## src/rtl/ebike_pkg.sv

```systemverilog
//------------------------------------------------------------------------------
// ebike_pkg : shared widths, cadence table and incline limits for the assist path
// Revision  : 1.0  initial release
//------------------------------------------------------------------------------
`default_nettype none

package ebike_pkg;

  localparam int c_per_w   = 8;
  localparam int c_fac_w   = 6;
  localparam int c_trq_w   = 12;
  localparam int c_inc_w   = 13;
  localparam int c_incf_w  = 9;
  localparam int c_scale_w = 3;
  localparam int c_p1_w    = 21;
  localparam int c_p2_w    = 9;
  localparam int c_prod_w  = 30;
  localparam int c_cur_w   = 12;

  localparam logic [c_trq_w-1:0] c_torque_min_def = 12'h380;

  // Cadence period thresholds (inclusive upper bounds) and their factors
  localparam logic [c_per_w-1:0] c_cad_thr_0 = 8'h10;
  localparam logic [c_per_w-1:0] c_cad_thr_1 = 8'h18;
  localparam logic [c_per_w-1:0] c_cad_thr_2 = 8'h20;
  localparam logic [c_per_w-1:0] c_cad_thr_3 = 8'h30;
  localparam logic [c_per_w-1:0] c_cad_thr_4 = 8'h48;
  localparam logic [c_per_w-1:0] c_cad_thr_5 = 8'h70;

  localparam logic [c_fac_w-1:0] c_cad_fac_0    = 6'd32;
  localparam logic [c_fac_w-1:0] c_cad_fac_1    = 6'd28;
  localparam logic [c_fac_w-1:0] c_cad_fac_2    = 6'd24;
  localparam logic [c_fac_w-1:0] c_cad_fac_3    = 6'd18;
  localparam logic [c_fac_w-1:0] c_cad_fac_4    = 6'd12;
  localparam logic [c_fac_w-1:0] c_cad_fac_5    = 6'd8;
  localparam logic [c_fac_w-1:0] c_cad_fac_slow = 6'd4;

  localparam logic signed [c_inc_w-1:0] c_inc_clip_lo = -13'sd256;
  localparam logic signed [c_inc_w-1:0] c_inc_clip_hi = 13'sd255;
  localparam logic signed [c_inc_w-1:0] c_inc_bias    = 13'sd256;

  // Clip the signed incline and bias it into an unsigned 0..511 factor
  function automatic logic [c_incf_w-1:0] incline_factor(input logic signed [c_inc_w-1:0] inc);
    logic signed [c_inc_w-1:0] clipped;
    if (inc < c_inc_clip_lo)
      clipped = c_inc_clip_lo;
    else if (inc > c_inc_clip_hi)
      clipped = c_inc_clip_hi;
    else
      clipped = inc;
    return 9'(clipped + c_inc_bias);
  endfunction

endpackage

`default_nettype wire

```

## src/rtl/cadence_factor_lu.sv

```systemverilog
//------------------------------------------------------------------------------
// cadence_factor_lu : combinational pedal period -> cadence factor table
// Revision          : 1.0  initial release
//------------------------------------------------------------------------------
`default_nettype none

module cadence_factor_lu
  import ebike_pkg::*;
(
  input  logic [c_per_w-1:0] i_per,
  output logic [c_fac_w-1:0] o_factor
);

  // First matching threshold wins; shorter period means faster pedalling
  always_comb begin
    o_factor = c_cad_fac_slow;
    if (i_per <= c_cad_thr_0)
      o_factor = c_cad_fac_0;
    else if (i_per <= c_cad_thr_1)
      o_factor = c_cad_fac_1;
    else if (i_per <= c_cad_thr_2)
      o_factor = c_cad_fac_2;
    else if (i_per <= c_cad_thr_3)
      o_factor = c_cad_fac_3;
    else if (i_per <= c_cad_thr_4)
      o_factor = c_cad_fac_4;
    else if (i_per <= c_cad_thr_5)
      o_factor = c_cad_fac_5;
  end

endmodule

`default_nettype wire

```

## src/rtl/cadence_assist_drive.sv

```systemverilog
//------------------------------------------------------------------------------
// cadence_assist_drive : 4-stage assist current pipeline with slew-limited output
// Revision             : 1.0  initial release
//------------------------------------------------------------------------------
`default_nettype none

module cadence_assist_drive
  import ebike_pkg::*;
#(
  parameter logic [c_trq_w-1:0] TORQUE_MIN = c_torque_min_def,
  parameter logic [c_cur_w-1:0] SLEW_STEP  = 12'h100
) (
  input  logic                        clk,
  input  logic                        rst_n,
  input  logic                        vld_in,
  input  logic [c_per_w-1:0]          cadence_per,
  input  logic                        not_pedaling,
  input  logic [c_trq_w-1:0]          avg_torque,
  input  logic signed [c_inc_w-1:0]   incline,
  input  logic [c_scale_w-1:0]        scale,
  output logic [c_cur_w-1:0]          target_curr,
  output logic                        vld_out
);

  logic [c_fac_w-1:0]   w_cad_lu;
  logic [c_trq_w-1:0]   w_torque_pos;

  logic                 r_s1_vld;
  logic [c_fac_w-1:0]   r_cad_fac;
  logic [c_trq_w-1:0]   r_torque_pos;
  logic [c_incf_w-1:0]  r_inc_fac;
  logic [c_scale_w-1:0] r_scale;

  logic                 r_s2_vld;
  logic [c_p1_w-1:0]    r_p1;
  logic [c_p2_w-1:0]    r_p2;

  logic                 r_s3_vld;
  logic [c_prod_w-1:0]  r_prod;

  logic                 r_s4_vld;
  logic [c_cur_w-1:0]   r_raw;

  logic [c_cur_w:0]     w_raw_x;
  logic [c_cur_w:0]     w_tgt_x;
  logic [c_cur_w:0]     w_step_x;
  logic [c_cur_w:0]     w_diff;
  logic                 w_up;
  logic [c_cur_w-1:0]   w_next;

  cadence_factor_lu u_cad_lu (
    .i_per    (cadence_per),
    .o_factor (w_cad_lu)
  );

  assign w_torque_pos = (avg_torque > TORQUE_MIN) ? (avg_torque - TORQUE_MIN) : '0;

  // Stage valids shift every clock; data registers load only behind a valid
  always_ff @(posedge clk or negedge rst_n) begin
    if (!rst_n) begin
      r_s1_vld     <= 1'b0;
      r_cad_fac    <= '0;
      r_torque_pos <= '0;
      r_inc_fac    <= '0;
      r_scale      <= '0;
      r_s2_vld     <= 1'b0;
      r_p1         <= '0;
      r_p2         <= '0;
      r_s3_vld     <= 1'b0;
      r_prod       <= '0;
      r_s4_vld     <= 1'b0;
      r_raw        <= '0;
    end else begin
      r_s1_vld <= vld_in;
      r_s2_vld <= r_s1_vld;
      r_s3_vld <= r_s2_vld;
      r_s4_vld <= r_s3_vld;

      if (vld_in) begin
        r_cad_fac    <= not_pedaling ? '0 : w_cad_lu;
        r_torque_pos <= w_torque_pos;
        r_inc_fac    <= incline_factor(incline);
        r_scale      <= scale;
      end

      if (r_s1_vld) begin
        r_p1 <= {9'd0, r_torque_pos} * {12'd0, r_inc_fac};
        r_p2 <= {3'd0, r_cad_fac} * {6'd0, r_scale};
      end

      if (r_s2_vld)
        r_prod <= {9'd0, r_p1} * {21'd0, r_p2};

      // Anything at or above 2^27 would overflow the 12-bit window
      if (r_s3_vld)
        r_raw <= (|r_prod[29:27]) ? 12'hFFF : r_prod[26:15];
    end
  end

  assign w_raw_x  = {1'b0, r_raw};
  assign w_tgt_x  = {1'b0, target_curr};
  assign w_step_x = {1'b0, SLEW_STEP};
  assign w_up     = (w_raw_x >= w_tgt_x);
  assign w_diff   = w_up ? (w_raw_x - w_tgt_x) : (w_tgt_x - w_raw_x);

  // A full step is only taken when the gap exceeds it, so no wrap is possible
  always_comb begin
    w_next = r_raw;
    if (w_diff > w_step_x) begin
      if (w_up)
        w_next = target_curr + SLEW_STEP;
      else
        w_next = target_curr - SLEW_STEP;
    end
  end

  always_ff @(posedge clk or negedge rst_n) begin
    if (!rst_n) begin
      target_curr <= '0;
      vld_out     <= 1'b0;
    end else begin
      vld_out <= r_s4_vld;
      if (r_s4_vld)
        target_curr <= w_next;
    end
  end

endmodule

`default_nettype wire

```

## config.mk

```make
export PLATFORM = sky130hd
export DESIGN_NAME = cadence_assist_drive
export DESIGN_NICKNAME = d
export VERILOG_FILES = /design/src/rtl/ebike_pkg.sv /design/src/rtl/cadence_factor_lu.sv /design/src/rtl/cadence_assist_drive.sv
export SDC_FILE = /design/constraint.sdc
export NUM_CORES = 1
export LEC_CHECK = 0
export BUFFER_PORTS_ARGS = -buffer_cell sky130_fd_sc_hd__buf_4
export CAP_MARGIN = 20
export CELL_PAD_IN_SITES_DETAIL_PLACEMENT = 0
export CELL_PAD_IN_SITES_GLOBAL_PLACEMENT = 1
export CORE_UTILIZATION = 50
export DETAILED_ROUTE_END_ITERATION = 6
export HOLD_SLACK_MARGIN = 0.15
export PLACE_DENSITY = 0.8
export SLEW_MARGIN = 5
export SYNTH_ARGS = -nofsm -noshare
export SYNTH_HDL_FRONTEND = slang
export SYNTH_HIERARCHICAL = 1
export SYNTH_SLANG_ARGS = --single-unit
```

## constraint.sdc

```tcl
create_clock -name clk -period 7.3 [get_ports clk]
set_input_delay 0.73 -clock clk [delete_from_list [all_inputs] [get_ports clk]]
set_output_delay 0.73 -clock clk [all_outputs]
set_load 0.05 [all_outputs]
```

After elaboration in Yosys (flattened, before gate mapping). Index checks and enable logic that the tools add are counted.

$mul: 3. Multiplexer cells: 15. Reductions and logical operators: 1. Add/subtract/negate cells: 6. Order comparisons: 11.

Operator list (number): 12-bit 2-to-1 mux (4); 6-bit 2-to-1 mux (6); 21-bit by 9-bit multiplier with 30-bit output (1); 9-bit 2-to-1 mux (3); 13-bit by 9-bit greater-than comparator with 1-bit output (second input constant) (2); 12-bit by 12-bit subtractor with 13-bit output (2); 12-bit by 9-bit multiplier with 21-bit output (1); 8-bit by 5-bit <= comparator with 1-bit output (second input constant) (2); 8-bit by 6-bit <= comparator with 1-bit output (second input constant) (2); 8-bit by 7-bit <= comparator with 1-bit output (second input constant) (2); 13-bit by 9-bit less-than comparator with 1-bit output (second input constant) (1); 13-bit 2-to-1 mux (1); 12-bit by 9-bit adder with 12-bit output (second input constant) (1); 12-bit greater-or-equal comparator (1); 12-bit by 10-bit greater-than comparator with 1-bit output (second input constant) (1); 12-bit by 10-bit subtractor with 12-bit output (second input constant) (1); 12-bit by 9-bit subtractor with 12-bit output (second input constant) (1); 9-bit adder (second input constant) (1); 6-bit by 3-bit multiplier with 9-bit output (1); 4-bit 2-to-1 mux (1); 3-bit OR reduction (1).

Register bits: 119. Input port bits: 40. Output and inout port bits: 13.

Longest topological paths before layout.
Word-level depth: 8. Depth in mapped cells: 21. Gate-level depth less buffers: 20.

Hierarchy. The synthesis kept the hierarchy.

Modules (own cells, without submodules): cadence_assist_drive (cells an instance 1548, times used 1, area each 14204.9 µm², seq. area each 2602.5 µm²); cadence_factor_lu (cells an instance 19, times used 1, area each 138.9 µm², seq. area each 0.0 µm²).

Worst setup path after synthesis. Ideal clock, no wire load.

Path type: register to register. Start: register r_p2[2]. End: register r_prod[28]. Slack: 2.253 ns. Setup time: 0.125 ns. Cell stages (with the launch flop): 20. Arrival: 4.923 ns. Cells stage by stage: dfrtp_1 clkbuf_1 nand2_1 fa_1 inv_1 fa_1 fa_1 inv_1 fa_1 inv_1 ha_1 a211o_1 a21o_1 o2111ai_1 o2111ai_1 a41oi_1 o21bai_1 a21oi_1 xnor2_1 mux2_2.

Word-level cells in the longest chain between the ends: 1.

RTL lines: start: declaration (line cadence_assist_drive.sv:36) `logic [c_p2_w-1:0] r_p2;`; start signal: assignment (line cadence_assist_drive.sv:88) `r_p2 <= {3'd0, r_cad_fac} * {6'd0, r_scale};`; 21-bit by 9-bit multiplier with 30-bit output (line cadence_assist_drive.sv:92) `r_prod <= {9'd0, r_p1} * {21'd0, r_p2};`; end signal: assignment (line cadence_assist_drive.sv:92); end: declaration (line cadence_assist_drive.sv:39) `logic [c_prod_w-1:0] r_prod;`.

Every way passes these cells. A chain may end at the register's enable or synchronous reset.

Final worst setup path. Same ends and word-level chain as after synthesis.

==> impl_metrics.csv <==
group,metric,value,unit
outcome,status,"completed",
power,power.density,343,nW/um^2
logic_synthesis,synthCells,1567,
floorplanning,rows,61,
routing,viasPerCell,5.24,
sta,post-route-period-util,80.5,%
cts,holdBufCountCts,0,
global_route,grt.overflow.total,0,
routing,drt-pass1-iter-count,6,
routing,ant_nets,0,
logic_synthesis,seq_area_frac_synth,18.1,%
floorplanning,start_util,51.2,%
sta,slew_headroom,42.9,%
cts,cts_resized,0,
run,drv_cap,0,
sta,drv_slew,0,
setup_path,crit_arrival,6110,ps
cts,clockBufferDepth,2,
worst_hold_path,min_path_type,"in2async",
logic_synthesis,syn_nets,1939,
cts,clockRootBuffer,"clkbuf_16",
placement,portBuffers,52,
cts,cts_tree,"built",
cts,cts_sinks,104,
global_route,antenna_found_initial,0,
power,leakage,7.88,nW
finish,layout-drive-gt1-share,8.10,%
sta,tns,0,ps
setup_path,worst-path-max-fanout,22,
routing,wl_per_cell,15.4,um
placement,post-place-ws,1440,ps
sta,period_minus_slack,5880,ps
logic_synthesis,yosysUniqueCellTypes,74,
power,ir_drop,0.158,mV
setup_path,cp.required,7540,ps
routing,drt-initial-drc-count,484,
global_route,grt_pass1_vias,10400,
cts,postCtsSetupBuffers,0,
setup_path,end_kind,"flip-flop",
logic_synthesis,ys.flop_type,"dfrtp_1",
placement,gp_congestion,0.922,
routing,wl,29900,um
finish,num_antenna_cells,0,
logic_synthesis,ys_warn_count,6,
floorplanning,fp.dieArea,29400,sq um
finish,fill_cells,2598,
cts,cts.clk_slew.worst_paths,70,ps
sta,setup_viol,0,
routing,drcViolationCount,0,
cts,worstSkewPairLatency,360,ps
sta,grt_setup_unrepaired,"no",
setup_path,start_kind,"flip-flop",
sta,skew,16.3,ps
cts,cts_made_buffers,9,
sta,hold_viol,0,
setup_path,critPathKind,"reg2reg",
logic_synthesis,syn_avg_cell_area,9.15,sq um
logic_synthesis,ys_ff_latch,104,
global_route,track_usage,22.0,%
routing,vias,10200,
finish,syn_to_final_growth,6.23,%
placement,dp_hpwl,24600,um
finish,nets,1934,
sta,tightest_slew,856,ps
cts,h-tree-depth,3,
logic_synthesis,synth_edf_count,0,
floorplanning,ios,53,
floorplanning,die_y,171,um
logic_synthesis,synthArstFlopShare,100,%
floorplanning,core,28000,sq um
global_route,grt_max_degree,68,
floorplanning,die_w,171,um
logic_synthesis,syn-cell-area,14300,sq um
sta,fin_ws,1420,ps
sta,max_freq,0.170,GHz
global_route,grt_pass1_wl,51200,um
[state kept, by name (all words and copies together), names as in the netlist]
name	flops
r_p1	21
r_prod	15
r_cad_fac	6
r_inc_fac	9
r_raw	12
r_s3_vld	1
target_curr	12
r_p2	9
r_s2_vld	1
vld_out	1
r_s1_vld	1
r_s4_vld	1
r_torque_pos	12
r_scale	3
[routing by layer]
layer / up-vias / global-route usage (%) / share of wire [%]
met5: - / 0 / 0
met4: 0 / 4.66 / 1.5
met3: 33 / 3.41 / 3.9
met2: 184 / 37.0 / 47
met1: 5053 / 30.0 / 47
li1: 4915 / - / -
[synthesized netlist by cell type (11+ instances only)]
| master | n | share of area [%] |
|---|---|---|
| dfrtp_1 | 104 | 18 |
| o22ai_1 | 11 | 0.48 |
| o21ai_0 | 38 | 1.3 |
| mux2_2 | 33 | 2.6 |
| a21oi_1 | 41 | 1.4 |
| nor2_1 | 76 | 2.0 |
| nand2_1 | 192 | 5.0 |
| nor3_1 | 16 | 0.56 |
| a21o_1 | 23 | 1.2 |
| ha_1 | 122 | 11 |
| and2_1 | 126 | 5.5 |
| fa_1 | 210 | 29 |
| o22a_1 | 13 | 0.79 |
| inv_1 | 290 | 7.6 |
| clkbuf_1 | 59 | 1.5 |
| nand3_1 | 12 | 0.42 |
| xnor2_1 | 29 | 1.8 |
[power breakdown]
group / total (mW) / internal, mW / switching, mW
clock network: 0.510 / 0.270 / 0.241
logic: 3.67 / 1.63 / 2.04
registers: 1.05 / 0.743 / 0.309
[final cells by class]
type                    count  area (sq um)  share of cell area [%]
well taps                 378           473                    3.10
flip-flops and latches    104          2600                    17.1
multi-input cells        1101         10400                    68.0
clock buffers               9           225                    1.48
clock inverters             7          76.3                   0.501
repair buffers             54           405                    2.66
inverters                 292          1100                    7.19
[kinds of logic (layout without fill, tap and decap cells)]
kind of cell               after synthesis  count (layout)  synth area share, %
and+or+nand+nor                        480             480                 16.5
AOI/OAI and AO/OA                      210             210                 10.4
xor gates and xnor gates                39              39                 2.38
buffers and inverters                  362             362                 9.64
muxes                                   39              39                 3.01
DFF                                    104             104                 18.1
adders and majority gates              332             332                 40.0
other                                    1               1               0.0261
[path summary, 6_finish.rpt]
check                           start              to  slack [ps]  cells after the start
setup / recovery              r_p2[2]      r_prod[28]        1420                     18
hold / removal                  rst_n  target_curr[0]         340                      1
setup reg to reg              r_p2[2]      r_prod[28]        1420                     18
hold reg to reg            r_prod[27]      r_prod[27]         490                      2
max in group asynchronous       rst_n         r_p1[1]        5730                      2
min in group clk           r_prod[27]      r_prod[27]         490                      2
[through the flow]
stage	utilization [%]	hold slack, ps	total power, mW	cells	instance area (sq um)
after floorplan	-	352	3.96	1567	14300
after global placement	53.3	464	4.66	1929	14900
after detailed placement	53.3	475	4.74	1929	14900
after CTS	54.4	351	5.28	1945	15200
after global routing	54.4	364	5.85	1945	15200
final	54.4	338	5.23	1945	15200
[cell usage in the layout (no fill, tap or decap), types with 11 or more instances in the layout]
cell type    n
inv_1      290
fa_1       210
nand2_1    192
and2_1     126
ha_1       122
dfrtp_1    104
nor2_1      76
buf_4       54
a21oi_1     41
o21ai_0     38
mux2_2      33
xnor2_1     29
a21o_1      23
nor3_1      16
o22a_1      13
nand3_1     12
o22ai_1     11
[worst max-delay path, cell delays in order, from the launching register on]
cell and delay (ps):
dfrtp_1 790, nand2_1 170, fa_1 580, inv_1 60, fa_1 500, inv_1 50
fa_1 480, inv_1 60, fa_1 480, ha_1 230, nor3_1 200, o41ai_1 120
a221oi_1 630, o2111ai_1 310, a41oi_1 420, o21bai_1 150, a21oi_1 200, xnor2_1 80
mux2_2 260
(Power assumes the default switching activity.)
